**config.mk**
```make
export PLATFORM = sky130hd
export DESIGN_NAME = spi_master_ctrl
export DESIGN_NICKNAME = d
export VERILOG_FILES = /design/src/rtl/spi_master_ctrl.sv
export SDC_FILE = /design/constraint.sdc
export NUM_CORES = 1
export LEC_CHECK = 0
export CAP_MARGIN = 20
export CELL_PAD_IN_SITES_DETAIL_PLACEMENT = 1
export CELL_PAD_IN_SITES_GLOBAL_PLACEMENT = 2
export CORE_MARGIN = 2
export CORE_UTILIZATION = 29
export DETAILED_ROUTE_END_ITERATION = 12
export PLACE_DENSITY = 0.87
export SYNTH_ARGS = -nofsm -noshare
export SYNTH_HDL_FRONTEND = slang
export SYNTH_SLANG_ARGS = --single-unit
```
**constraint.sdc**
```tcl
create_clock -name clk -period 1.8 [get_ports clk]
set_input_delay 0.18 -clock clk [delete_from_list [all_inputs] [get_ports clk]]
set_output_delay 0.18 -clock clk [all_outputs]
set_load 0.005 [all_outputs]
```
**src/rtl/spi_master_ctrl.sv**
```systemverilog
// SPI mode-0 initiator: one val/rdy request becomes one full-duplex, MSB-first transfer whose MISO word is returned as a response.
// Optional recv_parity output is enabled by defining SPI_MASTER_PARITY_EN.
module spi_master_ctrl #(
  parameter int unsigned NBITS   = 34,
  parameter int unsigned CLK_DIV = 4
) (
  input  logic             clk,
  input  logic             reset,
  input  logic [NBITS-1:0] send_msg,
  input  logic             send_val,
  output logic             send_rdy,
  output logic [NBITS-1:0] recv_msg,
  output logic             recv_val,
  input  logic             recv_rdy,
`ifdef SPI_MASTER_PARITY_EN
  output logic             recv_parity,
`endif
  output logic             spi_cs,
  output logic             spi_sclk,
  output logic             spi_mosi,
  input  logic             spi_miso
);

  localparam int unsigned DW = $clog2(CLK_DIV + 1);
  localparam int unsigned BW = $clog2(NBITS + 1);
  localparam logic [DW-1:0] DIV_LAST = DW'(CLK_DIV - 1);
  localparam logic [BW-1:0] BIT_LAST = BW'(NBITS - 1);

  typedef enum logic [2:0] {IDLE, SETUP, SHIFT, HOLD, DONE} state_t;

  state_t           state, state_next;
  logic [DW-1:0]    div_cnt, div_next;
  logic [BW-1:0]    bit_cnt, bit_next;
  logic             phase, phase_next;
  logic [NBITS-1:0] sreg, sreg_next;
  logic             miso_q, miso_next;
  logic             div_wrap;

  logic             cs_d, sclk_d, mosi_d, send_rdy_d, recv_val_d;
  logic [NBITS-1:0] recv_msg_d;
`ifdef SPI_MASTER_PARITY_EN
  logic             parity_d;
`endif

  always_ff @(posedge clk) begin
    if (!reset) begin
      state    <= IDLE;
      div_cnt  <= '0;
      bit_cnt  <= '0;
      phase    <= 1'b0;
      sreg     <= '0;
      miso_q   <= 1'b0;
      send_rdy <= 1'b0;
      recv_val <= 1'b0;
      recv_msg <= '0;
      spi_cs   <= 1'b1;
      spi_sclk <= 1'b0;
      spi_mosi <= 1'b0;
`ifdef SPI_MASTER_PARITY_EN
      recv_parity <= 1'b0;
`endif
    end else begin
      state    <= state_next;
      div_cnt  <= div_next;
      bit_cnt  <= bit_next;
      phase    <= phase_next;
      sreg     <= sreg_next;
      miso_q   <= miso_next;
      send_rdy <= send_rdy_d;
      recv_val <= recv_val_d;
      recv_msg <= recv_msg_d;
      spi_cs   <= cs_d;
      spi_sclk <= sclk_d;
      spi_mosi <= mosi_d;
`ifdef SPI_MASTER_PARITY_EN
      recv_parity <= parity_d;
`endif
    end
  end

  // phase=1 is the SCLK-high half of a bit period; the registered SCLK edge
  // follows the first cycle of each half, which is where MISO is sampled / the word shifts.
  always_comb begin
    state_next = state;
    div_next   = div_cnt;
    bit_next   = bit_cnt;
    phase_next = phase;
    sreg_next  = sreg;
    miso_next  = miso_q;
    div_wrap   = (div_cnt == DIV_LAST);
    case (state)
      IDLE: begin
        if (send_val && send_rdy) begin
          sreg_next  = send_msg;
          div_next   = '0;
          state_next = SETUP;
        end
      end
      SETUP: begin
        div_next = div_wrap ? '0 : div_cnt + DW'(1);
        if (div_wrap) begin
          phase_next = 1'b1;
          bit_next   = '0;
          state_next = SHIFT;
        end
      end
      SHIFT: begin
        div_next = div_wrap ? '0 : div_cnt + DW'(1);
        if (phase && div_cnt == '0)
          miso_next = spi_miso;
        if (!phase && div_cnt == '0)
          sreg_next = {sreg[NBITS-2:0], miso_q};
        if (div_wrap) begin
          phase_next = !phase;
          if (!phase) begin
            if (bit_cnt == BIT_LAST) state_next = HOLD;
            else                     bit_next   = bit_cnt + BW'(1);
          end
        end
      end
      HOLD: begin
        div_next = div_wrap ? '0 : div_cnt + DW'(1);
        if (div_wrap) state_next = DONE;
      end
      DONE: begin
        if (recv_val && recv_rdy) state_next = IDLE;
      end
      default: state_next = IDLE;
    endcase
  end

  // MOSI drops low with the final SCLK fall so received bits never appear on it.
  always_comb begin
    cs_d       = 1'b1;
    sclk_d     = 1'b0;
    mosi_d     = 1'b0;
    send_rdy_d = (state_next == IDLE);
    recv_val_d = (state == DONE) && !(recv_val && recv_rdy);
    recv_msg_d = (state == DONE) ? sreg : recv_msg;
    case (state)
      SETUP: begin
        cs_d   = 1'b0;
        mosi_d = sreg_next[NBITS-1];
      end
      SHIFT: begin
        cs_d   = 1'b0;
        sclk_d = phase;
        if (phase || bit_cnt != BIT_LAST) mosi_d = sreg_next[NBITS-1];
      end
      HOLD:    cs_d = 1'b0;
      default: ;
    endcase
  end

`ifdef SPI_MASTER_PARITY_EN
  always_comb begin
    parity_d = recv_parity;
    if (state == HOLD && state_next == DONE) parity_d = ^sreg;
  end
`endif

endmodule
```
### Word-level counts from Yosys, hierarchy flattened

Index checks and enable logic that the tools add are counted.

| word-level totals | value |
|---|---|
| word-level logic and storage cells | 74 |
| register bits after elaboration | 87 |
| output and inout bits | 39 |
| input port bits | 39 |

| operators by class | value |
|---|---|
| equal/unequal tests | 13 |
| $add $sub $neg | 2 |
| multiplexer cells | 25 |
| reductions and logical operators | 21 |

Operators with widths:

| cell | number |
|---|---|
| 34-bit 2-to-1 mux | 2 |
| 34-bit one-hot mux with 2 select lines | 1 |
| 3-bit 2-to-1 mux | 9 |
| 6-bit 2-to-1 mux | 4 |
| 3-bit one-hot mux with 5 select lines | 1 |
| 2-bit != test, second input constant | 6 |
| 6-bit one-hot mux with 2 select lines | 1 |
| 3-bit by 2-bit == test with 1-bit output, second input constant | 3 |
| 3-bit logical NOT | 3 |
| 6-bit by 1-bit adder with 6-bit output, second input constant | 1 |
| 6-bit == test, second input constant | 1 |
| 6-bit != test, second input constant | 1 |
| 3-bit one-hot mux with 2 select lines | 1 |
| 2-bit AND reduction | 3 |
| 3-bit AND reduction | 2 |
| 2-bit nonzero test | 3 |
| 1-bit logical AND | 5 |
| 5-bit AND reduction | 1 |
| 1-bit 2-to-1 mux | 4 |
| 1-bit one-hot mux with 2 select lines | 2 |
| 3-bit by 1-bit adder with 3-bit output, second input constant | 1 |
| 3-bit by 1-bit == test with 1-bit output, second input constant | 1 |
| 3-bit == test, second input constant | 1 |
| 3-bit OR reduction | 1 |
| other kinds (2) | 3 |

### Logic depth before layout (Yosys ltp)

| depth | value |
|---|---|
| depth after elaboration | 6 |
| gate-level depth with buffers | 8 |
| mapped depth without buffers | 6 |

### Worst setup path before layout

OpenSTA, ideal clock, no wires.

| timing | value |
|---|---|
| path kind | register -> register |
| start point | reg div_cnt[0] |
| end point | reg bit_cnt[0] |
| clock period less this slack | 1.655 ns |
| setup time | 0.070 ns |
| buffers on the path | 0 |
| setup slack | 0.145 ns |
| stages on the path, launching flop included | 5 |
| required time | 1.730 ns |
| arrival time | 1.585 ns |
| path through | dfxtp_1 -> ha_1 -> or3b_4 -> or4_1 -> a21oi_1 |

| on the way | value |
|---|---|
| longest elaborated chain between the ends | 3 |
| elaborated cells on any way between the ends | 4 |
| those cells by class | eq/ne (3); reduce/logical (1) |

Ends and longest elaborated chain:

| what | line | text |
|---|---|---|
| from (decl) | 32 | `logic [DW-1:0] div_cnt, div_next;` |
| from (signal assigned) | 64 | `div_cnt <= div_next;` |
| 3-bit by 2-bit == test with 1-bit output (*) | 90 | `div_wrap = (div_cnt == DIV_LAST);` |
| 2-bit != test (no line) | - |  |
| 5-bit AND reduction (no line) (*) | - |  |
| to (signal assigned) | 65 | `bit_cnt <= bit_next;` |
| to (decl) | 33 | `logic [BW-1:0] bit_cnt, bit_next;` |

Every way passes the cells marked *; elsewhere a longest branch is shown, timed or not.
A chain may end at the register's enable or synchronous reset.

### Worst setup path after layout

| timing | value |
|---|---|
| start point | reg div_cnt[0] |
| end point | reg spi_mosi |

| on the way | value |
|---|---|
| longest elaborated chain between the ends | 6 |

Ends and longest elaborated chain:

| what | line | text |
|---|---|---|
| 3-bit logical NOT (*) | 111 | `if (!phase && div_cnt == '0)` |
| 1-bit logical AND (*) | 111 |  |
| 34-bit 2-to-1 mux (*) | 111 |  |
| 34-bit one-hot mux with 2 select lines (*) | 91 | `case (state)` |
| 1-bit 2-to-1 mux | 148 | `if (phase \|\| bit_cnt != BIT_LAST) mosi_d = sreg_next[NBITS-1];` |
| 1-bit one-hot mux with 2 select lines (*) | 140 | `case (state)` |
| to (signal assigned) | 74 | `spi_mosi <= mosi_d;` |
| to (decl) | 20 | `output logic spi_mosi,` |

Every way passes the cells marked *; elsewhere a longest branch is shown, timed or not. The select of a mux whose other input is x is not followed.

==> summary.md <==
| Metric | Value |
|---|---|
| Status | `completed` |
| Total clock sinks | `just under 90` |
| Hold_ws | `between 0.4 and 0.5 ns` |
| Final hold vios | `0` |
| DP HPWL | `just over 7000 um` |
| Yosys warning total | `0` |
| Placed Instances | `~630` |
| Fill count | `~1.4k` |
| Yosys top cell area share | `between 40% and 50%` |
| Leak pwr | `around 0.0016 uW` |
| Switching pwr | `between 900 and 1000 uW` |
| Reg clk slew, reported paths | `roughly 0.06 ns` |
| Starting Density | `between 20% and 30%` |
| CTS Buffer Depth | `2` |
| Final setup violation count | `0` |
| Switching share of power | `between 20% and 30%` |
| Worst-Skew Late Latency | `approximately 0.34 ns` |
| Final ANT Viol Nets | `0` |
| Peak supply drop | `0.3766 mV` |
| Part of the cycle the worst path needs | `a little over nine tenths` |
| Total CTS buffers | `9` |
| Area delta synth->final | `37.58%` |
| PnR Total Power | `just over 4000 uW` |
| Yosys cell types | `44` |
| Io pins | `78` |
| Cell Int Power | `3114 uW` |
| Clock power frac | `42.1%` |
| Clock root cell | `clkbuf_16` |
| Biggest area consumer among synthesized cells | `dfxtp_1` |
| Post-Route WL | `10330 um` |
| Routed vias/inst | `approximately 5.1` |
| Top cells by area, synth | `dfxtp_1 (49%), a21oi_1 (10%), nand2_1 (8.3%)` |
| Largest net degree at the start of global routing | `between 40 and 50` |
| Yosys reg bits | `87` |
| CP Data Required Time | `slightly above 2 ns` |
| Buffers on Ports | `77` |
| GRT overflow | `0` |
| Critical Path End Type | `flip-flop` |
| Wire per inst | `roughly 16 um` |
| Fin cells | `646` |
| Min cycle time layout | `1.715 ns` |
| GP Congestion | `~0.84` |
| Vias in the first global route | `approximately 3.4k` |
| Nets | `537` |
| Setup crit start kind | `flip-flop` |
| CP Buf/Inv Count | `2` |
| Achievable Freq | `about 580 MHz` |
| Crit path DAT | `1.98 ns` |
| Max Slew Vio Count | `0` |
| H-tree levels | `3` |
| Drt pass-1 iters | `4` |
| Cell chain of the critical path | `inv_1 -> ha_1 -> nor3b_2 -> buf_4 -> and2_2 -> o311ai_1 -> and3_1` |
| Chip width | `between 100 and 150 um` |
| Mean post-synth cell area | `8.503 sq um` |
| Core Rows | `40` |
| Register area share after synthesis | `49.12%` |
| Critical path fanouts, max | `4` |
| Relative slew slack | `69.14%` |
| Hold WC Path Type | `flip-flop to flip-flop` |
| Core area | `about 12000 sq um` |
| Top_reg_cell synth | `dfxtp_1` |
| Worst Skew | `0.01133 ns` |
| Initial DRC Count | `around 130` |
| Worst stage delay on the critical path | `around 0.37 ns` |
| Layout cells sized above 1 | `approximately a tenth` |
| Top cells by count, synth | `dfxtp_1 (87), nand2_1 (78), a21oi_1 (74)` |
| Logic pwr share | `between 8 and 9%` |
| GRT Util Overall | `between 15 and 20%` |
| Most frequent cell after synthesis | `dfxtp_1` |
| Slew of the pin with the lowest slew margin | `0.4612 ns` |
| Max-cap violations | `0` |
| CTS tree | `done` |
| CP Class | `flip-flop to flip-flop` |
| N_diodes | `0` |
| Initial antenna violation count | `0` |
| EDFF count, synth | `0` |
| Synthesized cell area | `between 3000 and 4000 sq um` |
| Syn Inst Count | `between 400 and 500` |
| Synth Net Count | `460` |
| Die H | `between 100 and 150 um` |
| First-pass GRT wire length | `between 15000 and 20000 um` |
| Via Count | `around 3.3k` |
| Asr flop ratio synth | `0%` |
| Pwr dens | `around 830 nW/um^2` |
| CP max stage cell | `dfxtp_4` |
| CP delay by family, top | `simple AND/OR/NAND/NOR gates` |
| Sequential share of power | `49.7%` |
| DRC viols | `0` |
| Fin Setup TNS | `0 ns` |
| Die ar. | `~13000 sq um` |
-- kinds of logic (layout without fill, tap and decap cells) --
kind of cell / Yosys count / count (layout) / synth area share (%)
simple gates: 158 / 158 / 21.84
buf+inv: 38 / 120 / 4.905
mux: 3 / 3 / 0.8821
flops: 87 / 87 / 49.12
compound gates: 126 / 126 / 21.60
fa+ha+maj: 4 / 4 / 1.411
xor+xnor: 1 / 1 / 0.2470
-- routing by layer --
layer | vias up | wire [um] | GRT usage (%)
met3 | 6 | 393 | 3.653
li1 | 1628 | - | -
met5 | - | 0 | 0
met1 | 1579 | 4721 | 20.38
met2 | 61 | 5102 | 26.79
met4 | 0 | 110 | 5.122
-- stage by stage --
stage          cell area [sq um]  setup WS (ns)  utilization (%)
2_1_floorplan               3546         0.1454                -
3_3_place_gp                4562        0.04397            38.14
3_5_place_dp                4562       -0.05347            38.14
4_1_cts                     4838        0.01898            40.45
5_1_grt                     4878      -0.005205            40.78
6_report                    4878        0.08544            40.78
-- power groups by stage --
stage | sequential (uW) | clock [uW] | combinational, uW
6_report | 2010 | 1700 | 331
5_1_grt | 2020 | 1840 | 362
4_1_cts | 2010 | 1770 | 331
3_5_place_dp | 2050 | 0 | 328
3_3_place_gp | 2050 | 0 | 321
2_1_floorplan | 2040 | 0 | 161
-- flip-flops by register name, indices dropped and copies added (netlist names) --
register / flops
recv_msg: 34
sreg: 34
bit_cnt: 6
div_cnt: 3
state: 3
miso_q: 1
phase: 1
recv_val: 1
send_rdy: 1
spi_cs: 1
spi_mosi: 1
spi_sclk: 1
-- repair_timing --
| item | 4_1_cts | 5_1_grt |
|---|---|---|
| setup buffers | 1 | 0 |
| resized for setup | 0 | 11 |
| hold buffers | 0 | 0 |
| setup endpoints to repair | 2 | 39 |
-- layout make-up --
cell class	count	area [sq um]	share of cell area, %
flip-flops and latches	87	1749	35.86
clock buffers	13	250.2	5.130
inverters	6	22.52	0.4617
well taps	147	183.9	3.770
multi-input cells	292	1659	34.01
clock inverters	3	18.77	0.3847
repair buffers	98	994.7	20.39
-- worst register-to-register path, stage by stage (launching register included) --
cell      delay, ns
dfxtp_4        0.37
inv_1          0.05
ha_1           0.18
nor3b_2        0.16
buf_4          0.16
and2_2         0.22
o311ai_1       0.27
and3_1         0.24
-- placed cells by master, fill, tap and decap left out, drive strengths merged, types with 2 or more instances in the layout --
master	instances
nor3b	4
o21ai	4
nor3	2
o21a	2
nand3	40
a21oi	74
mux2i	2
nand2b	2
buf	21
nor2	11
a22oi	33
nor2b	3
dfxtp	87
or4	3
inv	6
clkdlybuf4s50	77
clkbuf	13
nand2	78
clkinv	3
and3	3
o31ai	4
and2	5
ha	4
-- path summary, 6_finish.rpt --
kind | from | endpoint | slack [ns] | cells past startpoint
max | div_cnt[0] | spi_mosi | 0.09 | 7
min | recv_msg[28] | recv_msg[28] | 0.46 | 2
max reg2reg | div_cnt[0] | spi_mosi | 0.09 | 7
min reg2reg | recv_msg[28] | recv_msg[28] | 0.46 | 2
Power figures use the tool's default switching activity.
